## config.mk

```make
export PLATFORM = sky130hd
export DESIGN_NAME = direction_input_flat
export DESIGN_NICKNAME = d
export VERILOG_FILES = /design/src/rtl/direction_input_if.sv /design/src/rtl/direction_input.sv /design/src/flat_wrapper.sv
export SDC_FILE = /design/constraint.sdc
export NUM_CORES = 1
export LEC_CHECK = 0
export BUFFER_PORTS_ARGS = -buffer_cell sky130_fd_sc_hd__buf_2
export CAP_MARGIN = 10
export CORE_MARGIN = 4
export CORE_UTILIZATION = 55
export DETAILED_ROUTE_END_ITERATION = 8
export PLACE_DENSITY = 0.86
export SETUP_SLACK_MARGIN = 0.05
export SLEW_MARGIN = 30
export SYNTH_ARGS = -nofsm -noshare
export SYNTH_HDL_FRONTEND = slang
export SYNTH_SLANG_ARGS = --single-unit
```

## constraint.sdc

```tcl
create_clock -name clk -period 1.8 [get_ports clk]
set_input_delay 0 -clock clk [delete_from_list [all_inputs] [get_ports clk]]
set_output_delay 0 -clock clk [all_outputs]
set_load 0.01 [all_outputs]
```

## src/rtl/direction_input_if.sv

```systemverilog
// Button/direction bundle between the board buttons, game logic and direction_input.
interface direction_input_if;
  logic       btn_left;
  logic       btn_up;
  logic       btn_right;
  logic       btn_down;
  logic       move_tick;
  logic [1:0] direction;
  logic       press_pulse;

  modport master (
    output btn_left, btn_up, btn_right, btn_down, move_tick,
    input  direction, press_pulse
  );

  modport slave (
    input  btn_left, btn_up, btn_right, btn_down, move_tick,
    output direction, press_pulse
  );
endinterface

```

## src/rtl/direction_input.sv

```systemverilog
// Raw push-buttons -> debounced one-shot turn requests -> registered snake direction.
// Define DIRECTION_REVERSE_GUARD_EN to reject 180-degree reversals against the last move.
module direction_input #(
  parameter int DEBOUNCE_CYCLES = 125000,
  parameter bit BTN_ACTIVE_LOW  = 1'b1
) (
  input  logic             clk,
  input  logic             reset,
  direction_input_if.slave bus
);
  localparam int              CW        = $clog2(DEBOUNCE_CYCLES);
  localparam logic [CW-1:0]   CNT_LAST  = CW'(DEBOUNCE_CYCLES - 1);
  localparam logic [1:0]      DIR_RIGHT = 2'b10;

  // Bit index equals the direction code: LEFT, TOP, RIGHT, DOWN.
  logic [3:0] raw, pressed, rise;
  assign raw     = {bus.btn_down, bus.btn_right, bus.btn_up, bus.btn_left};
  assign pressed = BTN_ACTIVE_LOW ? ~raw : raw;

  for (genvar i = 0; i < 4; i++) begin : g_btn
    logic [1:0]    sync;
    logic [CW-1:0] cnt;
    logic          stable, stable_d;

    always_ff @(posedge clk) begin
      if (reset) begin
        sync     <= '0;
        cnt      <= '0;
        stable   <= 1'b0;
        stable_d <= 1'b0;
      end else begin
        sync     <= {sync[0], pressed[i]};
        stable_d <= stable;
        if (sync[1] == stable) begin
          cnt <= '0;
        end else if (cnt == CNT_LAST) begin
          stable <= sync[1];
          cnt    <= '0;
        end else begin
          cnt <= cnt + 1'b1;
        end
      end
    end

    assign rise[i] = stable & ~stable_d;
  end

  // Lowest code wins; losing simultaneous presses are dropped.
  logic       req_vld;
  logic [1:0] req;
  always_comb begin
    req_vld = |rise;
    req     = 2'b00;
    for (int i = 3; i >= 0; i--)
      if (rise[i]) req = 2'(i);
  end

  logic accept;
`ifdef DIRECTION_REVERSE_GUARD_EN
  logic [1:0] committed, ref_dir;
  // A tick this cycle commits the current direction, so guard against that one.
  assign ref_dir = bus.move_tick ? bus.direction : committed;
  assign accept  = req_vld && (req != (ref_dir ^ 2'b10));

  always_ff @(posedge clk) begin
    if (reset)              committed <= DIR_RIGHT;
    else if (bus.move_tick) committed <= bus.direction;
  end
`else
  logic unused_tick;
  assign unused_tick = bus.move_tick;
  assign accept      = req_vld;
`endif

  always_ff @(posedge clk) begin
    if (reset) begin
      bus.direction   <= DIR_RIGHT;
      bus.press_pulse <= 1'b0;
    end else begin
      bus.press_pulse <= accept;
      if (accept) bus.direction <= req;
    end
  end
endmodule

```

## src/flat_wrapper.sv

```systemverilog
// flat-port wrapper written by rule: the top's interface ports become plain ports
module direction_input_flat 
#(
  parameter int DEBOUNCE_CYCLES = 125000,
  parameter bit BTN_ACTIVE_LOW  = 1'b1
)
  (clk, reset, bus_btn_left, bus_btn_up, bus_btn_right, bus_btn_down, bus_move_tick, bus_direction, bus_press_pulse);
  direction_input_if bus_i ();
  input  logic clk;
  input  logic reset;
  input wire logic [$bits(bus_i.btn_left)-1:0] bus_btn_left;
  input wire logic [$bits(bus_i.btn_up)-1:0] bus_btn_up;
  input wire logic [$bits(bus_i.btn_right)-1:0] bus_btn_right;
  input wire logic [$bits(bus_i.btn_down)-1:0] bus_btn_down;
  input wire logic [$bits(bus_i.move_tick)-1:0] bus_move_tick;
  output wire logic [$bits(bus_i.direction)-1:0] bus_direction;
  output wire logic [$bits(bus_i.press_pulse)-1:0] bus_press_pulse;
  assign bus_i.btn_left = bus_btn_left;
  assign bus_i.btn_up = bus_btn_up;
  assign bus_i.btn_right = bus_btn_right;
  assign bus_i.btn_down = bus_btn_down;
  assign bus_i.move_tick = bus_move_tick;
  assign bus_direction = bus_i.direction;
  assign bus_press_pulse = bus_i.press_pulse;
  direction_input #(.DEBOUNCE_CYCLES(DEBOUNCE_CYCLES), .BTN_ACTIVE_LOW(BTN_ACTIVE_LOW)) u_core (.clk(clk), .reset(reset), .bus(bus_i));
endmodule
```

=== Word-level counts from Yosys, hierarchy flattened ===
Cells that the tools add are included.

* Input port bits: 7
* Output and inout port bits: 3
* Flip-flop bits (word level): 87

* Reduce and logical (&&, ||, !) cells: 9
* Bitwise operators: 13
* Add/sub/neg operators: 4
* Equal/unequal tests: 8
* Muxes and demuxes: 4

{| class="wikitable"
|+ Operators with widths
! kind !! number
|-
| $add 17x1->17 const B || 4
|-
| $eq 17x17->1 const B || 4
|-
| $reduce_or 3->1 || 4
|-
| $mux 2 || 4
|-
| $not 1->1 || 8
|-
| $reduce_and 2->1 || 4
|-
| $and 1x1->1 || 4
|-
| $eq 1x1->1 || 4
|-
| $not 4->4 || 1
|-
| $reduce_or 4->1 || 1
|}

=== Depth between registers and ports, before layout ===
Gate-level depths: netlist of run 1.

* Depth after elaboration: 6
* Mapped depth: 7
* Depth with buffers taken out: 5

=== Worst setup path after synthesis of run 1 ===
No wires, ideal clock.

* Kind: register to register
* Start: register u_core.g_btn[1].cnt[0]
* End: register u_core.g_btn[1].cnt[16]
* Cell stages (with the launch flop): 6
* Arrival: 1.622 ns
* Setup slack: 0.108 ns
* Setup time: 0.070 ns
* Buffers on the path: 0
* Path through: dfxtp_1 ha_1 nand2_1 or3_1 or4_1 a21oi_1

* Cells in the longest elaborated chain, start to end: 2

{| class="wikitable"
|+ RTL lines
! what !! line !! source
|-
| start: declaration || direction_input.sv:22 || <nowiki>logic [CW-1:0] cnt;</nowiki>
|-
| start signal: assignment || direction_input.sv:40 || <nowiki>cnt <= cnt + 1'b1;</nowiki>
|-
| parallel branches: the longest is 2 deep, another holds $add 17x1->17 || n/a ||
|}

Several ways; the timed one is not identified.
A chain may end at the register's enable or synchronous reset.

=== Worst setup path in the final report of run 1 ===
* Start: register u_core.g_btn[0].cnt[9]
* End: register u_core.g_btn[0].stable

* Cells in the longest elaborated chain, start to end: 2

{| class="wikitable"
|+ RTL lines
! what !! line !! source
|-
| start: declaration || direction_input.sv:22 ||
|-
| start signal: assignment || direction_input.sv:40 ||
|-
| $eq 17x17->1 || direction_input.sv:36 || <nowiki>end else if (cnt == CNT_LAST) begin</nowiki>
|-
| $reduce_and 2->1 (no line) || n/a ||
|-
| end signal: assignment || direction_input.sv:37 || <nowiki>stable <= sync[1];</nowiki>
|-
| end: declaration || direction_input.sv:23 || <nowiki>logic stable, stable_d;</nowiki>
|}

Every way passes these cells.

==> impl_metrics.env, run 1 <==
export IMPL_status="complete, no violations"
export IMPL_wl_per_cell_um=13.7
export IMPL_crit_path_max_fanout=5
export IMPL_ctsRootBufferMaster="sky130_fd_sc_hd__clkbuf_8"
export IMPL_postSynthNetCount=414
export IMPL_hold_violations=0
export IMPL_initial_utilization_pct=57.3
export IMPL_num_nets_final=448
export IMPL_portBuffers=8
export IMPL_synth_cell_types=41
export IMPL_post_synth_instance_area_mm2=0.00368
export IMPL_avgSynthCellArea_um2=9.13
export IMPL_ant_nets=0
export IMPL_antennaDiodeCount=0
export IMPL_fp_row_count=29
export IMPL_drt_first_iter_violations=136
export IMPL_final_common_cell="sky130_fd_sc_hd__dfxtp_1"
export IMPL_yosys_warnings=0
export IMPL_critPathLaunchType="register"
export IMPL_totalWireLength_um=7090
export IMPL_final_fill_count=492
export IMPL_period_needed_ns=1.68
export IMPL_num_vias=2913
export IMPL_detailed_place_hpwl_um=4650
export IMPL_area_growth_syn_to_layout_pct=13.4
export IMPL_hold_class="in -> reg"
export IMPL_route_detailed_drc=0
export IMPL_report_final_setup_viol=0
export IMPL_path_class="reg -> reg"
export IMPL_max_vdd_ir_drop_mv=0.651
export IMPL_synth_edff_count=0
export IMPL_globalplace_congestion=0.806
export IMPL_synthSimpleGateAreaFrac_pct=30.7
export IMPL_synth_top_family_by_area="simple AND/OR/NAND/NOR gates"
export IMPL_synthAdderAreaFrac_pct=1.36
export IMPL_synth_xor_area_share_pct=14.0
export IMPL_grt_start_max_net_pins=24
export IMPL_crit_required_ns=2.04
export IMPL_numClockSinks=87
export IMPL_synth_seq_cells=87
export IMPL_drt_vias_per_instance=5.63
export IMPL_initial_antenna_violation_count=0
export IMPL_muxShareOfSynthArea_pct=1.12
export IMPL_drive_gt1_share_pct=12.0
export IMPL_max_clock_path_buffers=2
export IMPL_portion_of_the_clock_cycle_consumed_by_the_worst_path_in_the_final_layout_pct=93.5
export IMPL_timing_critical_path_to_type="register"
export IMPL_finish_instance_area_mm2=0.00417
export IMPL_tritoncts_clock_tree="yes"
export IMPL_total_routing_usage_reported_by_global_routing_pct=17.6
export IMPL_maxSlewHeadroom_pct=71.8
export IMPL_io_pin_count=10
export IMPL_cts_inserted_buffers=9
export IMPL_clock_insertion_delay_worst_skew_ns=0.36
export IMPL_die_h_um=89.8
export IMPL_power_per_cell_area_mw_per_mm2=784
export IMPL_sequential_area_share_after_synthesis_pct=47.3
export IMPL_timing_worst_slew_pin_value_ns=0.420
export IMPL_die_width_um=89.8
export IMPL_grt_overflow=0
export IMPL_number_of_iterations_in_the_first_detailed_routing_pass=5
export IMPL_synth_cells=403
export IMPL_placedInstanceArea_mm2=0.00390
export IMPL_die_area_mm2=0.00807
export IMPL_core_area_mm2=0.00642
export IMPL_clkSlewWorstSetupHoldPaths_ns=0.08
export IMPL_fmax_mhz=594
export IMPL_synth_compound_area_share_pct=2.69
export IMPL_htree_levels=3
export IMPL_synth_flop_cell="sky130_fd_sc_hd__dfxtp_1"
export IMPL_whs_ns=0.0196
export IMPL_fin_skew_ns=0.00756
export IMPL_arrival_ns=1.93
export IMPL_commonest_cells_after_routing_fill_and_taps_aside="85 x sky130_fd_sc_hd__dfxtp_1, 77 x sky130_fd_sc_hd__nor2_1, 40 x sky130_fd_sc_hd__xnor2_1"
export IMPL_max_cap_violations=0
export IMPL_asyncSetResetFlopFracSynth_pct=0
export IMPL_grt_pass1_wl_um=11800
export IMPL_slew_violations=0
export IMPL_via_count_of_the_first_global_routing_pass=2739
export IMPL_leakagePower_nw=1.32
export IMPL_post_layout_total_power_mw=3.27
metrics by stage:
step                cells  setup TNS, ns  worst slack [ns]  util (%)
finish                517              0             0.117      65.0
global route          517        -0.0401           -0.0290      65.0
CTS                   514              0            0.0625      64.3
detailed placement    495              0            0.0997      60.7
global placement      495              0             0.142      60.7
floorplan             403              0             0.108         -
flip-flops by register name, indices dropped and copies added, names as in the netlist:
name,count
u_core.g_btn.cnt,68
u_core.g_btn.sync,8
u_core.g_btn.stable,4
u_core.g_btn.stable_d,4
u_core.bus.direction,2
u_core.bus.press_pulse,1
kinds of logic after synthesis:
family	after synthesis
DFF	87
xor gates and xnor gates	59
buffers and inverters	20
and+or+nand+nor	215
adders and majority gates	4
muxes	4
AOI/OAI and AO/OA	14
report_power, final:
group	switching, mW	leakage (nW)	internal, mW
logic	0.0277	0.526	0.0251
clock network	0.614	0.0896	0.666
registers	0.00521	0.703	1.93
worst paths after layout:
kind,cells past startpoint,end,slack (ns),startpoint
setup reg to reg,3,u_core.g_btn[0].stable$_SDFFE_PP0P_,0.12,u_core.g_btn[0].cnt[9]$_SDFF_PP0_
setup / recovery,3,u_core.g_btn[0].stable$_SDFFE_PP0P_,0.12,u_core.g_btn[0].cnt[9]$_SDFF_PP0_
hold reg to reg,1,u_core.g_btn[1].cnt[0]$_SDFF_PP0_,0.43,u_core.g_btn[1].cnt[0]$_SDFF_PP0_
hold / removal,2,u_core.g_btn[1].sync[0]$_SDFF_PP0_,0.02,reset
Yosys cell counts, drive strengths merged, types with 3 or more instances:
| library cell | count | area share [%] |
|---|---|---|
| a21oi | 5 | 0.68 |
| and3 | 5 | 0.85 |
| and4 | 4 | 0.95 |
| buf | 7 | 1.5 |
| clkbuf | 5 | 0.51 |
| dfxtp | 87 | 47 |
| ha | 4 | 1.4 |
| inv | 8 | 0.82 |
| mux2i | 3 | 0.82 |
| nand2 | 17 | 1.7 |
| nand2b | 4 | 0.68 |
| nand3 | 24 | 3.3 |
| nand4 | 22 | 3.7 |
| nor2 | 77 | 7.9 |
| nor2b | 11 | 1.9 |
| nor3 | 8 | 1.1 |
| nor4 | 17 | 3.1 |
| nor4b | 5 | 1.2 |
| nor4bb | 3 | 0.82 |
| o21ai | 3 | 0.41 |
| or3 | 7 | 1.2 |
| xnor2 | 40 | 9.5 |
| xor2 | 19 | 4.5 |
cell type report:
| class | count | area (µm²) | share of cell area [%] |
|---|---|---|---|
| Clock buffer | 13 | 149 | 3.57 |
| Clock inverter | 1 | 30.0 | 0.719 |
| Inverter | 8 | 30.0 | 0.719 |
| Multi-Input combinational cell | 296 | 1860 | 44.5 |
| Sequential cell | 87 | 1740 | 41.8 |
| Tap cell | 77 | 96.3 | 2.31 |
| Timing Repair Buffer | 35 | 269 | 6.44 |
critical path, stage by stage, from the launching register on:
cell and delay [ns]:
sky130_fd_sc_hd__dfxtp_1 0.36, sky130_fd_sc_hd__or4b_4 0.57, sky130_fd_sc_hd__or3_1 0.36, sky130_fd_sc_hd__mux2_2 0.29
metal layers:
layer | vias to the layer above | routed length (µm) | global-route usage, % | share of wire [%]
met5 | - | 0 | 0 | 0
met2 | 67 | 3470 | 29.5 | 49
li1 | 1467 | - | - | -
met3 | 12 | 302 | 3.34 | 4.3
met4 | 0 | 146 | 9.32 | 2.1
met1 | 1367 | 3170 | 21.6 | 45
what timing repair did:
item | in CTS | in global routing
setup endpoints to repair | 1 | 35
setup buffers | 1 | 3
pin swaps | 1 | 3
hold endpoints to repair | 4 | 0
hold buffers | 4 | 0
resized for setup | 0 | 6
No activity file was read; power rests on OpenSTA's default activity.
==> inputs of run 2 (changes only) <==
--- a/config.mk
+++ b/config.mk
@@ -5,12 +5,15 @@
 export SDC_FILE = /design/constraint.sdc
 export NUM_CORES = 1
 export LEC_CHECK = 0
+export ABC_AREA = 1
 export BUFFER_PORTS_ARGS = -buffer_cell sky130_fd_sc_hd__buf_2
 export CAP_MARGIN = 10
+export CELL_PAD_IN_SITES_DETAIL_PLACEMENT = 2
+export CELL_PAD_IN_SITES_GLOBAL_PLACEMENT = 2
 export CORE_MARGIN = 4
-export CORE_UTILIZATION = 55
+export CORE_UTILIZATION = 32
 export DETAILED_ROUTE_END_ITERATION = 8
-export PLACE_DENSITY = 0.86
+export PLACE_DENSITY = 0.88
 export SETUP_SLACK_MARGIN = 0.05
 export SLEW_MARGIN = 30
 export SYNTH_ARGS = -nofsm -noshare
==> impl_metrics.env, run 2 <==
export IMPL_synth_edff_count=0
export IMPL_total_routing_usage_reported_by_global_routing_pct=17.8
export IMPL_clock_insertion_delay_worst_skew_ns=0.34
export IMPL_cts_post_setup_buffers_inserted=0
export IMPL_fin_skew_ns=0.00648
export IMPL_detailed_place_hpwl_um=8880
export IMPL_wirelength_met1_um=5350
export IMPL_max_ffs_per_register=68
export IMPL_io_pin_count=10
export IMPL_commonest_cells_after_routing_fill_and_taps_aside="154 x sky130_fd_sc_hd__nand2_1, 125 x sky130_fd_sc_hd__nor2_1, 101 x sky130_fd_sc_hd__inv_1"
export IMPL_cell_internal_pwr_mw=2.96
export IMPL_dr_wl_met2_um=6790
export IMPL_worstPathCellList="ha_1 -> inv_1 -> nor2_1 -> nand2_1 -> nor2_1 -> nand2_1 -> nand2_4 -> inv_1 -> nand2_1 -> inv_1"
export IMPL_setup_slack_of_the_most_critical_reg_to_reg_path_ns=0.23
export IMPL_antennaDiodeCount=0
export IMPL_power_per_cell_area_mw_per_mm2=782
export IMPL_synth_cells=636
export IMPL_max_flop_register="u_core.g_btn.cnt"
export IMPL_ctsRootBufferMaster="sky130_fd_sc_hd__clkbuf_16"
export IMPL_slew_violations=0
export IMPL_cp_slowest_stage_delay_ns=0.35
export IMPL_core_area_mm2=0.0128
export IMPL_crit_required_ns=2.04
export IMPL_synth_cells_most_frequent="154 x sky130_fd_sc_hd__nand2_1, 125 x sky130_fd_sc_hd__nor2_1, 101 x sky130_fd_sc_hd__inv_1"
export IMPL_crit_path_max_fanout=16
export IMPL_postLayoutSetupSlackWorst_ns=0.231
export IMPL_cts_inserted_buffers=9
export IMPL_portBuffers=8
export IMPL_drive_gt1_share_pct=7.27
export IMPL_totalNegativeSetupSlack_ns=0
export IMPL_asyncSetResetFlopFracSynth_pct=0
export IMPL_path_class="reg -> reg"
export IMPL_wl_per_cell_um=15.0
export IMPL_portion_of_the_clock_cycle_consumed_by_the_worst_path_in_the_final_layout_pct=87.2
export IMPL_yosysMostFrequentCell="sky130_fd_sc_hd__nand2_1"
export IMPL_die_width_um=123
export IMPL_via_count_of_the_first_global_routing_pass=4494
export IMPL_synth_seq_cells=87
export IMPL_final_common_cell="sky130_fd_sc_hd__nand2_1"
export IMPL_die_area_mm2=0.0152
export IMPL_finish_instance_area_mm2=0.00480
export IMPL_total_switching_power_mw=0.799
export IMPL_grt_overflow=0
export IMPL_yosys_warnings=0
export IMPL_placedInstanceArea_mm2=0.00446
export IMPL_final_core_util_pct=37.5
export IMPL_crit_family="simple AND/OR/NAND/NOR gates"
export IMPL_die_h_um=123
export IMPL_post_synth_instance_area_mm2=0.00425
export IMPL_top_layer="met4"
export IMPL_period_needed_ns=1.57
export IMPL_report_final_setup_viol=0
export IMPL_avgSynthCellArea_um2=6.68
export IMPL_critPathLaunchType="register"
export IMPL_max_clock_path_buffers=2
export IMPL_hold_path_startpoint="bus_btn_down"
export IMPL_hold_violations=0
export IMPL_globalplace_congestion=0.785
export IMPL_worstReg2RegStart="u_core.g_btn[2].cnt[0]$_SDFF_PP0_"
export IMPL_num_vias=4008
export IMPL_critPathLaunch="u_core.g_btn[2].cnt[0]$_SDFF_PP0_"
export IMPL_seq_power_share_pct=51.8
export IMPL_drt_vias_per_instance=4.82
export IMPL_max_vdd_ir_drop_mv=0.456
export IMPL_timing_worst_slew_pin_value_ns=0.424
export IMPL_fmax_mhz=637
export IMPL_timing_critical_path_to_type="register"
export IMPL_sequential_area_share_after_synthesis_pct=41.0
export IMPL_hold_class="in -> reg"
export IMPL_p_clk_share_pct=46.6
export IMPL_pre_cts_ws_ns=0.140
export IMPL_synth_flop_cell="sky130_fd_sc_hd__dfxtp_1"
export IMPL_arrival_ns=1.81
export IMPL_maxSlewHeadroom_pct=71.6
export IMPL_layout_cells_non_filler=832
export IMPL_largestRegisters="u_core.g_btn.cnt x68, u_core.g_btn.sync x8"
export IMPL_route_detailed_drc=0
export IMPL_setup_repair_after_global_routing_missed_its_margin="no"
export IMPL_final_fill_count=1575
export IMPL_swShare_pct=21.3
export IMPL_clkSlewWorstSetupHoldPaths_ns=0.06
export IMPL_drt_first_iter_violations=193
export IMPL_number_of_iterations_in_the_first_detailed_routing_pass=4
export IMPL_slowest_stage="sky130_fd_sc_hd__dfxtp_1"
export IMPL_initial_utilization_pct=33.1
export IMPL_num_nets_final=668
export IMPL_area_growth_syn_to_layout_pct=13.0
export IMPL_totalWireLength_um=12500
export IMPL_leakagePower_nw=1.83
export IMPL_routed_wl_met3_um=270
export IMPL_netlist_top_cell_by_area="sky130_fd_sc_hd__dfxtp_1"
export IMPL_synth_cell_types=27
export IMPL_numClockSinks=87
export IMPL_ant_nets=0
export IMPL_cells_taking_the_most_area_after_synthesis="sky130_fd_sc_hd__dfxtp_1 41%, sky130_fd_sc_hd__nand2_1 14%, sky130_fd_sc_hd__nor2_1 11%"
export IMPL_placed_cells_incl_taps=811
export IMPL_grt_start_max_net_pins=18
export IMPL_postSynthNetCount=647
export IMPL_netlist_area_leader_share_pct=41.0
export IMPL_tritoncts_clock_tree="yes"
export IMPL_max_cap_violations=0
export IMPL_initial_antenna_violation_count=0
export IMPL_grt_pass1_wl_um=21500
export IMPL_p_comb_share_pct=1.7
export IMPL_fp_row_count=41
export IMPL_cp_num_buf_inv=3
export IMPL_htree_levels=3
export IMPL_status="complete, no violations"
## run 2: cell types whose count changed in the layout (fill, tap and decap cells not counted), sizes merged, moves of 21 or more
cell,change
nand3,+21
nand2,+141
nor2,+57
buf,-22
inv,+94
xnor2,-26
a21oi,+32
## run 2: through the flow
step / total power, mW / hold slack [ns]
after floorplan: 2.02 / 0.0667
after global placement: 2.03 / 0.174
after detailed placement: 2.04 / 0.177
after CTS: 3.82 / 0.343
after global routing: 3.90 / 0.364
final: 3.76 / 0.369
## run 2: cells by family (layout without fill, tap and decap cells)
family          after synthesis  after routing  share of synthesized area [%]
simple gates                363            363                           36.3
flops                        87             87                           41.0
buf+inv                     109            133                           10.4
compound gates               50             50                           6.42
fa+ha+maj                     4              4                           1.18
xor+xnor                     23             23                           4.74
## run 2: routing by layer
metal	global-route usage [%]	vias to the layer above
met5	0	-
met4	3.32	0
met3	4.21	9
met2	34.4	22
met1	19.7	1985
li1	-	1992
## run 2: worst min-delay path, stage by stage
cell                            delay (ns)
sky130_fd_sc_hd__dlygate4sd3_1        0.52
sky130_fd_sc_hd__buf_2                0.11
sky130_fd_sc_hd__nor2_1               0.04
## run 2: cell type report
cell class                      count  area (µm²)  area share [%]
Tap cell                          172         215            4.48
Sequential cell                    87        1740            36.2
Multi-Input combinational cell    440        2080            43.2
Inverter                          103         388            8.07
Clock inverter                      1        5.00           0.104
Clock buffer                       13         260            5.42
Timing Repair Buffer               16         118            2.45
## run 2: path summary, 6_finish.rpt
kind	to	cells after the start
setup / recovery	u_core.g_btn[2].cnt[11]$_SDFF_PP0_	10
hold reg to reg	u_core.g_btn[3].sync[1]$_SDFF_PP0_	2
setup reg to reg	u_core.g_btn[2].cnt[11]$_SDFF_PP0_	10
hold / removal	u_core.g_btn[3].sync[0]$_SDFF_PP0_	3
## run 2: repair_timing
item / 4_1_cts / 5_1_grt
endpoints found under the hold margin: 6 / 0
endpoints found under the setup margin: 0 / 3
hold buffers: 7 / 0
gates resized for setup: 0 / 2
## run 2: power by group through the flow
stage	registers, mW	clock network, mW	logic (mW)
3_5_place_dp	1.99	0	0.0503
4_1_cts	1.94	1.81	0.0636
3_3_place_gp	1.99	0	0.0473
6_report	1.94	1.75	0.0631
5_1_grt	1.94	1.89	0.0714
2_1_floorplan	1.98	0	0.0363
==> inputs of run 3 (changes only) <==
--- a/config.mk
+++ b/config.mk
@@ -10,7 +10,6 @@
 export CAP_MARGIN = 10
 export CELL_PAD_IN_SITES_DETAIL_PLACEMENT = 2
 export CELL_PAD_IN_SITES_GLOBAL_PLACEMENT = 2
-export CORE_MARGIN = 4
 export CORE_UTILIZATION = 32
 export DETAILED_ROUTE_END_ITERATION = 8
 export PLACE_DENSITY = 0.88
==> impl_metrics.env, run 3 (synthesis results as in run 2) <==
export IMPL_status="complete, no violations"
export IMPL_via_count_of_the_first_global_routing_pass=4345
export IMPL_globalplace_congestion=0.741
export IMPL_crit_path_max_fanout=16
export IMPL_die_width_um=117
export IMPL_critPathLaunchType="register"
export IMPL_initial_utilization_pct=33.3
export IMPL_grt_pass1_wl_um=20800
export IMPL_number_of_iterations_in_the_first_detailed_routing_pass=4
export IMPL_grt_overflow=0
export IMPL_timing_worst_slew_pin_value_ns=0.422
export IMPL_clkSlewWorstSetupHoldPaths_ns=0.06
export IMPL_cell_internal_pwr_mw=3.15
export IMPL_num_vias=3975
export IMPL_p_comb_share_pct=1.6
export IMPL_cp_num_buf_inv=3
export IMPL_ant_nets=0
export IMPL_worst_r2r_cell_count=10
export IMPL_max_ffs_per_register=68
export IMPL_period_needed_ns=1.61
export IMPL_grt_start_max_net_pins=18
export IMPL_htree_levels=3
export IMPL_maxSlewHeadroom_pct=71.7
export IMPL_path_class="reg -> reg"
export IMPL_max_vdd_ir_drop_mv=0.646
export IMPL_totalNegativeSetupSlack_ns=0
export IMPL_swShare_pct=20.8
export IMPL_fp_row_count=41
export IMPL_final_fill_count=1496
export IMPL_ctsRootBufferMaster="sky130_fd_sc_hd__clkbuf_16"
export IMPL_numClockSinks=87
export IMPL_timing_critical_path_to_type="register"
export IMPL_p_clk_share_pct=49.4
export IMPL_postLayoutSetupSlackWorst_ns=0.192
export IMPL_r2r_end="u_core.g_btn[2].cnt[11]$_SDFF_PP0_"
export IMPL_tritoncts_clock_tree="yes"
export IMPL_area_growth_syn_to_layout_pct=14.2
export IMPL_fin_skew_ns=0.00576
export IMPL_detailed_place_hpwl_um=8780
export IMPL_hold_class="in -> reg"
export IMPL_setup_worst_path_end="u_core.g_btn[2].cnt[11]$_SDFF_PP0_"
export IMPL_clock_insertion_delay_worst_skew_ns=0.35
export IMPL_worstReg2RegStart="u_core.g_btn[2].cnt[0]$_SDFF_PP0_"
export IMPL_power_per_cell_area_mw_per_mm2=818
export IMPL_largestRegisters="u_core.g_btn.cnt x68, u_core.g_btn.sync x8"
export IMPL_fmax_mhz=622
export IMPL_die_area_mm2=0.0137
export IMPL_initial_antenna_violation_count=0
export IMPL_critPathLaunch="u_core.g_btn[2].cnt[0]$_SDFF_PP0_"
export IMPL_crit_required_ns=2.05
export IMPL_total_switching_power_mw=0.825
export IMPL_hold_violations=0
export IMPL_crit_family="simple AND/OR/NAND/NOR gates"
export IMPL_critical_path_depth_in_cells=10
export IMPL_commonest_cells_after_routing_fill_and_taps_aside="154 x sky130_fd_sc_hd__nand2_1, 125 x sky130_fd_sc_hd__nor2_1, 101 x sky130_fd_sc_hd__inv_1"
export IMPL_io_pin_count=10
export IMPL_die_h_um=117
export IMPL_report_final_setup_viol=0
export IMPL_core_area_mm2=0.0128
export IMPL_totalWireLength_um=12500
export IMPL_max_clock_path_buffers=2
export IMPL_cp_slowest_stage_delay_ns=0.36
export IMPL_drt_first_iter_violations=75
export IMPL_final_common_cell="sky130_fd_sc_hd__nand2_1"
export IMPL_leakagePower_nw=1.86
export IMPL_total_routing_usage_reported_by_global_routing_pct=19.9
export IMPL_worstPathCellList="ha_1 -> inv_1 -> nor2_1 -> nand2_1 -> nor2_1 -> nand2_1 -> nand2_4 -> inv_1 -> nand2_1 -> inv_1"
export IMPL_portBuffers=8
export IMPL_drt_vias_per_instance=4.76
export IMPL_max_cap_violations=0
export IMPL_pre_cts_ws_ns=0.144
export IMPL_wl_per_cell_um=14.9
export IMPL_route_detailed_drc=0
export IMPL_arrival_ns=1.86
export IMPL_slew_violations=0
export IMPL_holdPathStages=3
export IMPL_drive_gt1_share_pct=7.69
export IMPL_max_flop_register="u_core.g_btn.cnt"
export IMPL_portion_of_the_clock_cycle_consumed_by_the_worst_path_in_the_final_layout_pct=89.3
export IMPL_cts_inserted_buffers=9
export IMPL_setup_slack_of_the_most_critical_reg_to_reg_path_ns=0.19
export IMPL_antennaDiodeCount=0
export IMPL_setup_repair_after_global_routing_missed_its_margin="no"
export IMPL_num_nets_final=669
export IMPL_slowest_stage="sky130_fd_sc_hd__dfxtp_1"
export IMPL_seq_power_share_pct=48.9
[run 3: worst min path at each step]
stage | from | endpoint | slack [ns]
finish | bus_btn_down | u_core.g_btn[3].sync[0]$_SDFF_PP0_ | 0.33
global route | bus_btn_down | u_core.g_btn[3].sync[0]$_SDFF_PP0_ | 0.33
CTS | bus_btn_down | u_core.g_btn[3].sync[0]$_SDFF_PP0_ | 0.32
detailed placement | bus_btn_down | u_core.g_btn[3].sync[0]$_SDFF_PP0_ | 0.16
global placement | bus_btn_down | u_core.g_btn[3].sync[0]$_SDFF_PP0_ | 0.15
floorplan | bus_btn_down | u_core.g_btn[3].sync[0]$_SDFF_PP0_ | 0.07
[run 3: tightest hold or removal path, stage by stage]
cell,delay [ns]
sky130_fd_sc_hd__dlygate4sd3_1,0.51
sky130_fd_sc_hd__buf_2,0.09
sky130_fd_sc_hd__nor2_1,0.03
[run 3: power by group through the flow]
stage	logic, mW	registers, mW	clock network [mW]
after global routing	0.0732	1.94	2.09
after global placement	0.0470	1.99	0
after detailed placement	0.0501	1.99	0
final	0.0653	1.94	1.96
after CTS	0.0634	1.94	2.04
after floorplan	0.0363	1.98	0
[run 3: final cells by class]
| cell class | count | area (µm²) | area share [%] |
|---|---|---|---|
| inverters | 103 | 388 | 7.99 |
| repair buffers | 17 | 128 | 2.63 |
| clock buffers | 13 | 270 | 5.57 |
| flip-flops and latches | 87 | 1740 | 35.9 |
| multi-input cells | 440 | 2070 | 42.7 |
| well taps | 172 | 215 | 4.43 |
| clock inverters | 3 | 40.0 | 0.825 |
[run 3: per-layer routing]
| metal | routed length, µm | up-vias | GRT usage [%] | part of all wire [%] |
|---|---|---|---|---|
| met5 | 0 | - | 0 | 0 |
| met2 | 6780 | 16 | 38.4 | 54 |
| met1 | 5310 | 1954 | 21.5 | 43 |
| met4 | 136 | 0 | 5.23 | 1.1 |
| li1 | - | 1996 | - | - |
| met3 | 229 | 9 | 4.63 | 1.8 |
[run 3: repair_timing]
action                     in CTS  in global routing
hold endpoints to repair        8                  0
setup endpoints to repair       0                  4
hold buffers                    8                  0
buffers inserted                0                  0
gates resized for setup         0                  1
[run 3: per-stage QoR]
stage / hold slack [ns] / std cells / power (mW) / utilization [%] / instance area (µm²)
3_5_place_dp: 0.162 / 811 / 2.04 / 34.9 / 4460
5_1_grt: 0.330 / 835 / 4.11 / 38.0 / 4850
4_1_cts: 0.319 / 835 / 4.04 / 38.0 / 4850
6_report: 0.330 / 835 / 3.97 / 38.0 / 4850
3_3_place_gp: 0.152 / 811 / 2.03 / 34.9 / 4460
2_1_floorplan: 0.0667 / 636 / 2.02 / - / 4250
